**config.mk**
```make
export PLATFORM = sky130hd
export DESIGN_NAME = shift_sequencer
export DESIGN_NICKNAME = d
export VERILOG_FILES = /design/src/rtl/shift_sequencer.sv
export SDC_FILE = /design/constraint.sdc
export NUM_CORES = 1
export LEC_CHECK = 0
export CAP_MARGIN = 40
export CORE_ASPECT_RATIO = 0.8
export CORE_UTILIZATION = 40
export CTS_BUF_LIST = sky130_fd_sc_hd__clkbuf_4
export CTS_CLUSTER_DIAMETER = 50
export DETAILED_ROUTE_END_ITERATION = 12
export GPL_TIMING_DRIVEN = 0
export PLACE_DENSITY = 0.75
export SLEW_MARGIN = 15
export SYNTH_ARGS = -nofsm -noshare
export SYNTH_HDL_FRONTEND = slang
export SYNTH_SLANG_ARGS = --single-unit
```
**constraint.sdc**
```tcl
create_clock -name clk -period 2.12 [get_ports clk]
set_input_delay 0.318 -clock clk [delete_from_list [all_inputs] [get_ports clk]]
set_output_delay 0.318 -clock clk [all_outputs]
set_load 0.005 [all_outputs]
```
**src/rtl/shift_sequencer.sv**
```systemverilog
// Multi-cycle shift/rotate sequencer with valid/ready request and result handshakes.
// Define SHIFT_SEQ_STEP4_EN to move up to four positions per SHIFT cycle instead of one.
module shift_sequencer #(
  parameter int DATA_W = 16,
  parameter int CNT_W  = 4
) (
  input  logic              clk,
  input  logic              rst_n,
  input  logic              in_valid,
  output logic              in_ready,
  input  logic [DATA_W-1:0] in_data,
  input  logic [CNT_W-1:0]  in_cnt,
  input  logic [1:0]        in_op,
  output logic              out_valid,
  input  logic              out_ready,
  output logic [DATA_W-1:0] out_data,
  output logic              busy
);

  // Handshake: a transfer happens on a rising edge where valid and ready are both
  // high; valid never depends on ready, and payloads are held stable while valid.

  typedef enum logic [1:0] {
    IDLE  = 2'd0,
    SHIFT = 2'd1,
    DONE  = 2'd2
  } state_t;

  localparam logic [1:0] OP_ROL = 2'b00;
  localparam logic [1:0] OP_SLL = 2'b01;
  localparam logic [1:0] OP_ROR = 2'b10;
  localparam logic [1:0] OP_SRL = 2'b11;

`ifdef SHIFT_SEQ_STEP4_EN
  localparam logic [CNT_W-1:0] STEP_MAX = CNT_W'(4);
`else
  localparam logic [CNT_W-1:0] STEP_MAX = CNT_W'(1);
`endif

  state_t              state_q, state_d;
  logic [DATA_W-1:0]   data_q, data_d;
  logic [CNT_W-1:0]    rem_q, rem_d;
  logic [1:0]          op_q, op_d;
  logic [CNT_W-1:0]    step;
  logic                accept;

  // Rotations shift a doubled copy so the bits leaving one end reappear at the other.
  function automatic logic [DATA_W-1:0] shift_val(input logic [DATA_W-1:0] d,
                                                   input logic [1:0]        op,
                                                   input logic [CNT_W-1:0]  amt);
    logic [2*DATA_W-1:0] dbl;
    logic [DATA_W-1:0]   res;
    dbl = {d, d};
    res = d;
    case (op)
      OP_ROL: begin
        dbl = dbl << amt;
        res = dbl[2*DATA_W-1:DATA_W];
      end
      OP_SLL: res = d << amt;
      OP_ROR: begin
        dbl = dbl >> amt;
        res = dbl[DATA_W-1:0];
      end
      OP_SRL: res = d >> amt;
      default: res = d;
    endcase
    return res;
  endfunction

  always_comb begin
    in_ready  = (state_q == IDLE) && rst_n;
    out_valid = (state_q == DONE);
    busy      = (state_q != IDLE);
    out_data  = data_q;
    accept    = in_valid && in_ready;
    step      = (rem_q > STEP_MAX) ? STEP_MAX : rem_q;
  end

  always_comb begin
    state_d = state_q;
    data_d  = data_q;
    rem_d   = rem_q;
    op_d    = op_q;
    case (state_q)
      IDLE: begin
        if (accept) begin
          data_d  = in_data;
          op_d    = in_op;
          rem_d   = in_cnt;
          state_d = (in_cnt == '0) ? DONE : SHIFT;
        end
      end
      SHIFT: begin
        data_d = shift_val(data_q, op_q, step);
        rem_d  = rem_q - step;
        if (rem_q == step) state_d = DONE;
      end
      DONE: begin
        if (out_ready) state_d = IDLE;
      end
      default: state_d = IDLE;
    endcase
  end

  always_ff @(posedge clk or negedge rst_n) begin
    if (!rst_n) begin
      state_q <= IDLE;
      data_q  <= '0;
      rem_q   <= '0;
      op_q    <= '0;
    end else begin
      state_q <= state_d;
      data_q  <= data_d;
      rem_q   <= rem_d;
      op_q    <= op_d;
    end
  end

endmodule

```
==> summary.md, run 1 <==
| Metric | Value |
|---|---|
| Area growth syn-to-layout | 36.16% |
| Antenna violations before repair | 0 |
| R2R Setup Slk | around 0.50 ns |
| PD cells | 1397 nW/um^2 |
| GPL Wtd Cong | 0.7767 |
| CTS Buf Count | 3 |
| Top Ports | 45 |
| Most common cell after layout, fill and taps aside | clkdlybuf4s50_1 |
| First-pass GRT wire length | 5658 microns |
| Max stage delay cell, worst path | dfrtp_1 |
| Slew @ Worst Pin | 0.5915 ns |
| Cell Chain, Critical Path | or2_2, nor2_1, clkdlybuf4s50_1 |
| Buffers and inverters on the worst path | 1 |
| Worst setup EP type | primary output |
| Overflow after GRT | 0 |
| Total wire length | 3425 microns |
| Mean area per synthesized cell | 9.896 sq um |
| Layout cells sized above 1 | 0.1414 |
| Worst path max stage delay | 0.50 ns |
| Post-cts resize count | 0 |
| Max cap viols | 0 |
| RSZ-0062 raised after global routing | no |
| Tmin final | 2.046 ns |
| # rows | 18 |
| Initial Util | 0.4394 |
| Non-Filler Instances | 231 |
| Synth warn | 0 |
| Die Height | ~55 microns |
| Worst EP required | 1.80 ns |
| Setup violators final | 0 |
| Cells after DPL | 227 |
| Longest Clk Path Bufs | 2 |
| Vias in the first global route | approximately 1200 |
| Setup Skew | between 0.02 and 0.025 ns |
| Setup ws final | 0.07447 ns |
| Post CTS Setup Buffer Count | 0 |
| Worst hold margin | -0.01363 ns |
| Clk sinks | 24 |
| Iter 0 DRT Violations | 88 |
| CTS tree | built |
| Die area | roughly 3800 sq um |
| Max_slew headroom | 0.6057 |
| # port buffers | 44 |
| Root Buffer | clkbuf_4 |
| Antenna viol nets, final | 0 |
| Peak supply drop | 593.3 uV |
| Post-Syn Instances | 143 |
| Die W | 68.50 microns |
| Crit Path Category | flip-flop to primary output |
| Arrival time worst endpoint | 1.73 ns |
| Netlist cell types | 31 |
| Tcrit/Tclk final | 0.9649 |
| Sequential-to-total area share from yosys stat | 0.4244 |
| Hold_buf cts | 0 |
| Syn Std Cell Area | 1415 sq um |
| DR vias/cell | 5.255 |
| Outcome | finished, violations left |
| Most frequent cells in the layout | 43 x clkdlybuf4s50_1, 24 x dfrtp_1, 21 x inv_1, 19 x nor2_1, 14 x mux2i_1 |
| DR WL/cell | 14.83 microns |
| Pin count of the biggest net entering global routing | 29 |
| Pre-CTS setup slack | around 0.014 ns |
| H-tree levels | 1 |
| GRT Util Overall | 0.1965 |
| Initial DRT Pass Iterations | 4 |
| Clock latency on the worst-skew pair | 0.32 ns |
| Pleak | 0.8779 nW |
| Slew Viols, Final | 0 |
| Worst path top cell family by delay | flip-flops |
| Nets | 220 |
| Worst hold path type | primary input to async pin |
| Util after Layout | 0.5983 |
| # DRC | 0 |
| Core Area | 3221 sq um |
| Diodes inserted | 0 |
| Final hold viol count | 13 |
| CP Launch Type | flip-flop |
| Max frequency | 488.9 MHz |
| Failing checks | hold timing |
| HPWL after detailed placement | 2604 microns |
| Vias post-DR | ~1200 |
| Synthesized Nets | 171 |
| Clock slew at reported path FFs | 0.14 ns |
| FF+latch count, synth | 24 |
| Critical path fanouts, max | 10 |
-- cells in the mapped netlist, drive strengths merged --
cell type | n | area [sq um]
mux2i | 14 | 140.1
nand2 | 11 | 41.29
inv | 21 | 78.83
nor3 | 1 | 5.000
or2b | 1 | 7.510
a21bo | 1 | 10.01
nand3b | 2 | 15.01
a21oi | 4 | 23.77
ha | 2 | 25.02
nor3b | 1 | 7.510
nand3 | 1 | 5.000
o41ai | 1 | 8.760
and4bb | 1 | 12.51
o21ai | 4 | 20.02
nor2 | 19 | 71.32
dfrtp | 24 | 600.6
and2b | 1 | 8.760
clkbuf | 1 | 3.750
buf | 6 | 42.54
a221oi | 16 | 202.7
a311o | 1 | 11.26
nor4 | 1 | 6.260
nand4bb | 1 | 11.26
nand2b | 1 | 6.260
or2 | 2 | 12.51
o211ai | 3 | 22.52
o21a | 1 | 7.510
a22oi | 1 | 7.510
-- power by group --
part	internal, mW	switching [mW]
logic	0.847	0.748
clock network	0.0688	0.128
registers	0.667	0.232
-- final timing paths --
path,start,endpoint,cells after the start
min in group clk,in_op[0],op_q[0],3
worst min-delay path,rst_n,out_data[11],1
worst min register to register,op_q[0],op_q[0],2
max in group asynchronous,rst_n,out_data[6],1
worst max-delay path,state_q[1],in_ready,3
worst max register to register,state_q[1],out_data[10],4
-- layout make-up --
cell class	count	area, sq um
Clock inverter	1	3.754
Fill cell	286	1294
Inverter	21	78.83
Clock buffer	3	22.52
Buffer	7	46.29
Tap cell	40	50.05
Timing Repair Buffer	44	435.4
Multi-Input combinational cell	91	689.4
Sequential cell	24	600.6
-- worst register-to-register path, cell delays in order (launching register included) --
cell      delay, ns
dfrtp_1        0.50
or2b_1         0.33
a21oi_2        0.35
buf_6          0.24
a221oi_2       0.08
-- cell families (layout without fill, tap and decap cells) --
logic type,Yosys count,count (layout),share of synthesized area
buffers and inverters,28,76,0.08842
DFF,24,24,0.4244
adders and majority gates,2,2,0.01768
muxes,14,14,0.09902
and+or+nand+nor,43,43,0.1485
AOI/OAI and AO/OA,32,32,0.2219
-- flip-flops by register name, indices dropped and copies added, names as in the netlist --
name,flops
op_q,2
state_q,2
out_data,16
rem_q,4
-- layer usage --
layer	wire length (microns)	track usage	up-vias
met1	1528	0.2562	580
met5	0	0	-
met2	1722	0.3291	34
li1	-	-	598
met4	27	0.03869	0
met3	146	0.04132	2
-- metrics by stage --
| stage | power (mW) | cell area (sq um) | setup TNS, ns |
|---|---|---|---|
| 3_5_place_dp | 2.514 | 1901 | 0 |
| 5_1_grt | 2.923 | 1927 | 0 |
| 2_1_floorplan | 1.894 | 1415 | 0 |
| 4_1_cts | 2.711 | 1927 | 0 |
| 3_3_place_gp | 2.447 | 1906 | -17.13 |
| 6_report | 2.691 | 1927 | 0 |
Note: power is estimated with default switching activity, not from simulation.
==> run 2, diff against run 1 <==
--- a/config.mk
+++ b/config.mk
@@ -11,8 +11,9 @@
 export CTS_BUF_LIST = sky130_fd_sc_hd__clkbuf_4
 export CTS_CLUSTER_DIAMETER = 50
 export DETAILED_ROUTE_END_ITERATION = 12
-export GPL_TIMING_DRIVEN = 0
 export PLACE_DENSITY = 0.75
+export RECOVER_POWER = 100
+export SETUP_SLACK_MARGIN = 0.4
 export SLEW_MARGIN = 15
 export SYNTH_ARGS = -nofsm -noshare
 export SYNTH_HDL_FRONTEND = slang
==> run 2 against run 1 <==
- the run now ends clean
- core utilization increased by 0.54 points
- clock power increased by 68%
- combinational power decreased by 4%
- non-clock buffer count increased by 2
- register-to-register slack got worse by 0.11 ns
- clock skew decreased by 0.012 ns
- via count increased by 2.4%
- critical path depth increased by 3
- cell count increased by 0.87%
- critical path type is now primary input to flip-flop
==> summary.md, run 2 (same netlist as run 1, synthesis figures left out) <==
| Metric | Value |
|---|---|
| Worst EP required | 2.32 ns |
| Max cap viols | 0 |
| Root Buffer | clkbuf_4 |
| First-pass GRT wire length | 5899 microns |
| Antenna violations before repair | 0 |
| Setup violators final | 0 |
| Max stage delay cell, worst path | dlygate4sd3_1 |
| Combinational power share | 0.560 |
| Diodes inserted | 0 |
| Longest Clk Path Bufs | 2 |
| Sw power | 1.075 mW |
| DR WL/cell | 14.96 microns |
| # DRC | 0 |
| Clock latency on the worst-skew pair | 0.32 ns |
| Arrival time worst endpoint | about 2 ns |
| Antenna viol nets, final | 0 |
| Initial Util | 0.4394 |
| Slew Viols, Final | 0 |
| Sw frac | 0.3934 |
| Vias in the first global route | 1300 |
| # port buffers | 44 |
| Die Height | about 55 microns |
| Iter 0 DRT Violations | 72 |
| PD cells | ~1400 nW/um^2 |
| Outcome | completed |
| Total wire length | 3485 microns |
| Pleak | 0.8763 nW |
| Crit Path Category | primary input to flip-flop |
| GRT Util Overall | 0.2041 |
| Placement Cell Area | 1889 sq um |
| Clock slew at reported path FFs | about 0.14 ns |
| Critical path fanouts, max | 19 |
| Crit path launch | rst_n |
| Most common cell after layout, fill and taps aside | clkdlybuf4s50_1 |
| Setup Skew | approximately 0.011 ns |
| Core Area | 3221 sq um |
| RSZ-0062 raised after global routing | no |
| # rows | 18 |
| FF-to-FF Start | rem_q[2] |
| Final Power | 2.733 mW |
| Area growth syn-to-layout | 37.40% |
| Crit path to | out_data[9] |
| Cell Chain, Critical Path | dlygate4sd3_1, buf_4, nand4bb_1, clkbuf_2, nor2_1, a221oi_1 |
| Tcrit/Tclk final | 0.8367 |
| Most frequent cells in the layout | 24 x clkdlybuf4s50_1, 22 x dfrtp_1, 21 x inv_1, 19 x nor2_1, 17 x dlygate4sd3_1 |
| HPWL after detailed placement | about 2600 microns |
| Initial DRT Pass Iterations | 4 |
| Peak supply drop | ~900 uV |
| Sequential share of power | 0.319 |
| Top Ports | 45 |
| Max_slew headroom | 0.6739 |
| Die area | approximately 3800 sq um |
| Die W | around 69 microns |
| Tmin final | ~1.8 ns |
| Max frequency | 563.8 MHz |
| Reg2reg path depth | 4 |
| Worst path max stage delay | 0.59 ns |
| GPL Wtd Cong | 0.8376 |
| Overflow after GRT | 0 |
| Clk sinks | 24 |
| Register area | between 600 and 700 sq um |
| H-tree levels | 1 |
| Worst hold path type | primary input to async pin |
| Final hold viol count | 0 |
| Reg-to-reg endpoint | out_data[2] |
| Worst setup EP type | flip-flop |
| CTS Buf Count | 3 |
| Setup TNS | 0 ns |
| Multi-input logic area | 644.4 sq um |
| Vias post-DR | 1243 |
| Layout cells sized above 1 | 0.1140 |
| DR vias/cell | 5.335 |
| Int Power | approximately 1.7 mW |
| Nets | 222 |
| CTS tree | built |
| Pin count of the biggest net entering global routing | 20 |
| Clock share of power | 0.121 |
| Post-layout instance area | 1944 sq um |
| CP Launch Type | primary input |
| Slew @ Worst Pin | 0.4892 ns |
| Max reg flops | 16 |
| R2R Setup Slk | 0.39 ns |
| Fill count | 284 |
## run 2: layer usage
layer | up-vias | GRT usage | share of wire
li1 | 608 | - | -
met1 | 610 | 0.2723 | 0.47
met2 | 19 | 0.3291 | 0.49
met3 | 6 | 0.03926 | 0.024
met4 | 0 | 0.05952 | 0.015
met5 | - | 0 | 0
## run 2: how the worst min path moves through the flow
stage             from  depth (start not counted)            to
3_5_place_dp   op_q[0]                          2       op_q[0]
6_report         rst_n                          2       op_q[0]
3_3_place_gp   op_q[0]                          2       op_q[0]
5_1_grt          rst_n                          2  out_data[14]
4_1_cts          rst_n                          2      rem_q[2]
2_1_floorplan    rst_n                          0       op_q[0]
## run 2: power by group through the flow
stage          logic [mW]  clock network (mW)  registers (mW)
5_1_grt              1.69               0.361           0.902
3_3_place_gp         1.42                   0           0.957
6_report             1.53               0.330           0.872
4_1_cts              1.53               0.338           0.938
3_5_place_dp         1.49                   0           0.976
2_1_floorplan        1.04                   0           0.852
## run 2: layout make-up
class	instances	area share
Timing Repair Buffer	53	0.2651
Multi-Input combinational cell	91	0.3314
Sequential cell	24	0.3102
Inverter	21	0.04054
Tap cell	40	0.02574
Clock buffer	3	0.01158
Clock inverter	1	0.01544
## run 2: timing repair
item	4_1_cts	5_1_grt
setup endpoints to repair	3	4
cloned	0	0
setup buffers	2	2
hold endpoints to repair	0	0
hold buffers	0	0
pin swaps	0	1
gates resized for setup	5	4
## run 2: per-stage QoR
stage	util	hold WS, ns	setup slack [ns]	instances
after floorplan	-	0.02241	0.7409	143
after global placement	0.5866	0.4959	0.2034	224
after detailed placement	0.5866	0.5169	0.1256	224
after CTS	0.6072	0.3687	0.4414	230
after global routing	0.6037	0.4648	0.2641	233
final	0.6037	0.4696	0.3462	233
## run 2: critical path, delay by kind of cell
family	cells	cell delay (ns)
buf+inv	3	1.18
compound gates	1	0.27
simple gates	2	0.20
==> run 3, diff against run 2 <==
--- a/config.mk
+++ b/config.mk
@@ -11,7 +11,7 @@
 export CTS_BUF_LIST = sky130_fd_sc_hd__clkbuf_4
 export CTS_CLUSTER_DIAMETER = 50
 export DETAILED_ROUTE_END_ITERATION = 12
-export PLACE_DENSITY = 0.75
+export PLACE_DENSITY = 0.77
 export RECOVER_POWER = 100
 export SETUP_SLACK_MARGIN = 0.4
 export SLEW_MARGIN = 15
==> constraint.sdc (replaced) <==
create_clock -name clk -period 1.4 [get_ports clk]
set_input_delay 0.21 -clock clk [delete_from_list [all_inputs] [get_ports clk]]
set_output_delay 0.21 -clock clk [all_outputs]
set_load 0.005 [all_outputs]
==> run 3 against run 2 <==
- the run now ends with setup timing left
- routed wire length grew 43%
- core utilization grew 14 points
- via count grew 22%
- power is 110% higher
- cell count is 15% higher
- clock skew decreased by 0.0024 ns
- sequential share of layout area decreased by 5.7 points
- global-route usage grew 8.5 points
- worst setup slack got worse by 0.45 ns
- clock power is 58% higher
- combinational power grew 150%
- worst hold slack got worse by 0.18 ns
==> summary.md, run 3 (same netlist as run 1, synthesis figures left out) <==
| Metric | Value |
|---|---|
| Total wire length | between 4000 and 5000 microns |
| Iter 0 DRT Violations | 124 |
| Slew @ Worst Pin | 0.7656 ns |
| Vias post-DR | 1515 |
| Area growth syn-to-layout | 68.61% |
| Post-layout instance area | 2386 sq um |
| HPWL after detailed placement | roughly 2900 microns |
| # rows | 18 |
| Failing checks | setup timing |
| Tmin final | 1.507 ns |
| Max reg flops | 16 |
| Max cap viols | 0 |
| Worst setup EP type | flip-flop |
| Critical path fanouts, max | 8 |
| Die area | 3781 sq um |
| Setup ws final | -0.1068 ns |
| Die W | 68.50 microns |
| Pre-CTS setup slack | -0.4414 ns |
| Top Ports | 45 |
| PD cells | about 2400 nW/um^2 |
| Antenna viol nets, final | 0 |
| Longest Clk Path Bufs | 2 |
| Worst hold margin | 0.2930 ns |
| Clock slew at reported path FFs | 0.14 ns |
| Core Area | ~3200 sq um |
| Arrival time worst endpoint | 1.76 ns |
| R2R Setup Slk | -0.11 ns |
| Max frequency | 663.7 MHz |
| Final hold viol count | 0 |
| DR vias/cell | 5.653 |
| CP Launch Type | flip-flop |
| Outcome | finished, violations left |
| DR WL/cell | 18.54 microns |
| Pleak | ~1.1 nW |
| CTS Buf Count | 3 |
| Placement Cell Area | a little over 2000 sq um |
| H-tree levels | 1 |
| Worst hold path type | primary input to async pin |
| Slew Viols, Final | 0 |
| Most common cell after layout, fill and taps aside | buf_4 |
| Max_slew headroom | 0.4896 |
| Layout cells sized above 1 | 0.4474 |
| Worst EP required | 1.66 ns |
| Pin count of the biggest net entering global routing | 17 |
| First-pass GRT wire length | approximately 8000 microns |
| Cells after DPL | 236 |
| Antenna violations before repair | 0 |
| Die Height | 55.20 microns |
| GRT Util Overall | 0.2891 |
| Initial Util | 0.4394 |
| Reg-to-reg endpoint | out_data[14] |
| Crit Path Category | flip-flop to flip-flop |
| Reg2reg path depth | 3 |
| Fill count | 225 |
| Diodes inserted | 0 |
| Most frequent cells in the layout | 30 x buf_4, 24 x clkdlybuf4s50_1, 22 x dfrtp_1, 19 x inv_1, 16 x a221oi_2 |
| Setup violators final | 18 |
| # DRC | 0 |
| Initial DRT Pass Iterations | 4 |
| RSZ-0062 raised after global routing | yes |
| Setup TNS | -1.100 ns |
| CTS tree | built |
| Overflow after GRT | 0 |
| FF-to-FF Start | state_q[0] |
| GPL Wtd Cong | roughly 0.86 |
| Non-Filler Instances | 268 |
| Root Buffer | clkbuf_4 |
| Peak supply drop | 1282 uV |
| Clk sinks | 24 |
| Tcrit/Tclk final | 1.076 |
| Nets | 257 |
| Clock latency on the worst-skew pair | 0.34 ns |
| Setup Skew | 0.008989 ns |
| # port buffers | 44 |
| Vias in the first global route | 1582 |
-- run 3: worst max path at each step --
stage                from           end  cells after the start
3_5_place_dp        rst_n  out_data[14]                      4
4_1_cts        state_q[0]   out_data[8]                      3
5_1_grt        state_q[0]   out_data[0]                      3
3_3_place_gp        rst_n   out_data[1]                      4
2_1_floorplan    rem_q[1]  out_data[10]                      4
6_report       state_q[0]  out_data[14]                      3
-- run 3: metal layers --
layer,track usage,vias up,wire length [microns]
met5,0,-,0
met4,0.1250,0,139
met3,0.07645,16,262
met2,0.4692,54,2566
met1,0.3516,758,2000
li1,-,687,-
-- run 3: repair_timing --
item                       4_1_cts  5_1_grt
cloned                           3        0
buffers inserted                19        6
setup endpoints to repair       43       43
resized for setup               96       16
hold buffers                     0        0
pin swaps                       14        7
-- run 3: cell type report --
cell class | instances | area [sq um] | area share
clock buffer | 3 | 22.52 | 0.009439
clock inverter | 1 | 30.03 | 0.01259
inverter | 21 | 78.83 | 0.03304
multi-input combinational | 93 | 890.9 | 0.3734
sequential | 24 | 603.1 | 0.2528
tap | 40 | 50.05 | 0.02098
timing repair buffer | 86 | 710.7 | 0.2978
-- run 3: power breakdown --
| group | internal (mW) | switching (mW) |
|---|---|---|
| Clock | 0.290 | 0.233 |
| Combinational | 1.97 | 1.83 |
| Sequential | 1.01 | 0.303 |
-- run 3: critical path, cell delays in order, from the launching register on --
cell and delay, ns:
dfrtp_2 0.45, buf_6 0.14, a311o_2 0.51, a221oi_2 0.32
-- run 3: metrics by stage --
| stage | power [mW] | utilization |
|---|---|---|
| 2_1_floorplan | 3.053 | - |
| 3_3_place_gp | 4.071 | 0.6379 |
| 3_5_place_dp | 4.219 | 0.6379 |
| 4_1_cts | 5.285 | 0.7160 |
| 5_1_grt | 5.977 | 0.7409 |
| 6_report | 5.637 | 0.7409 |
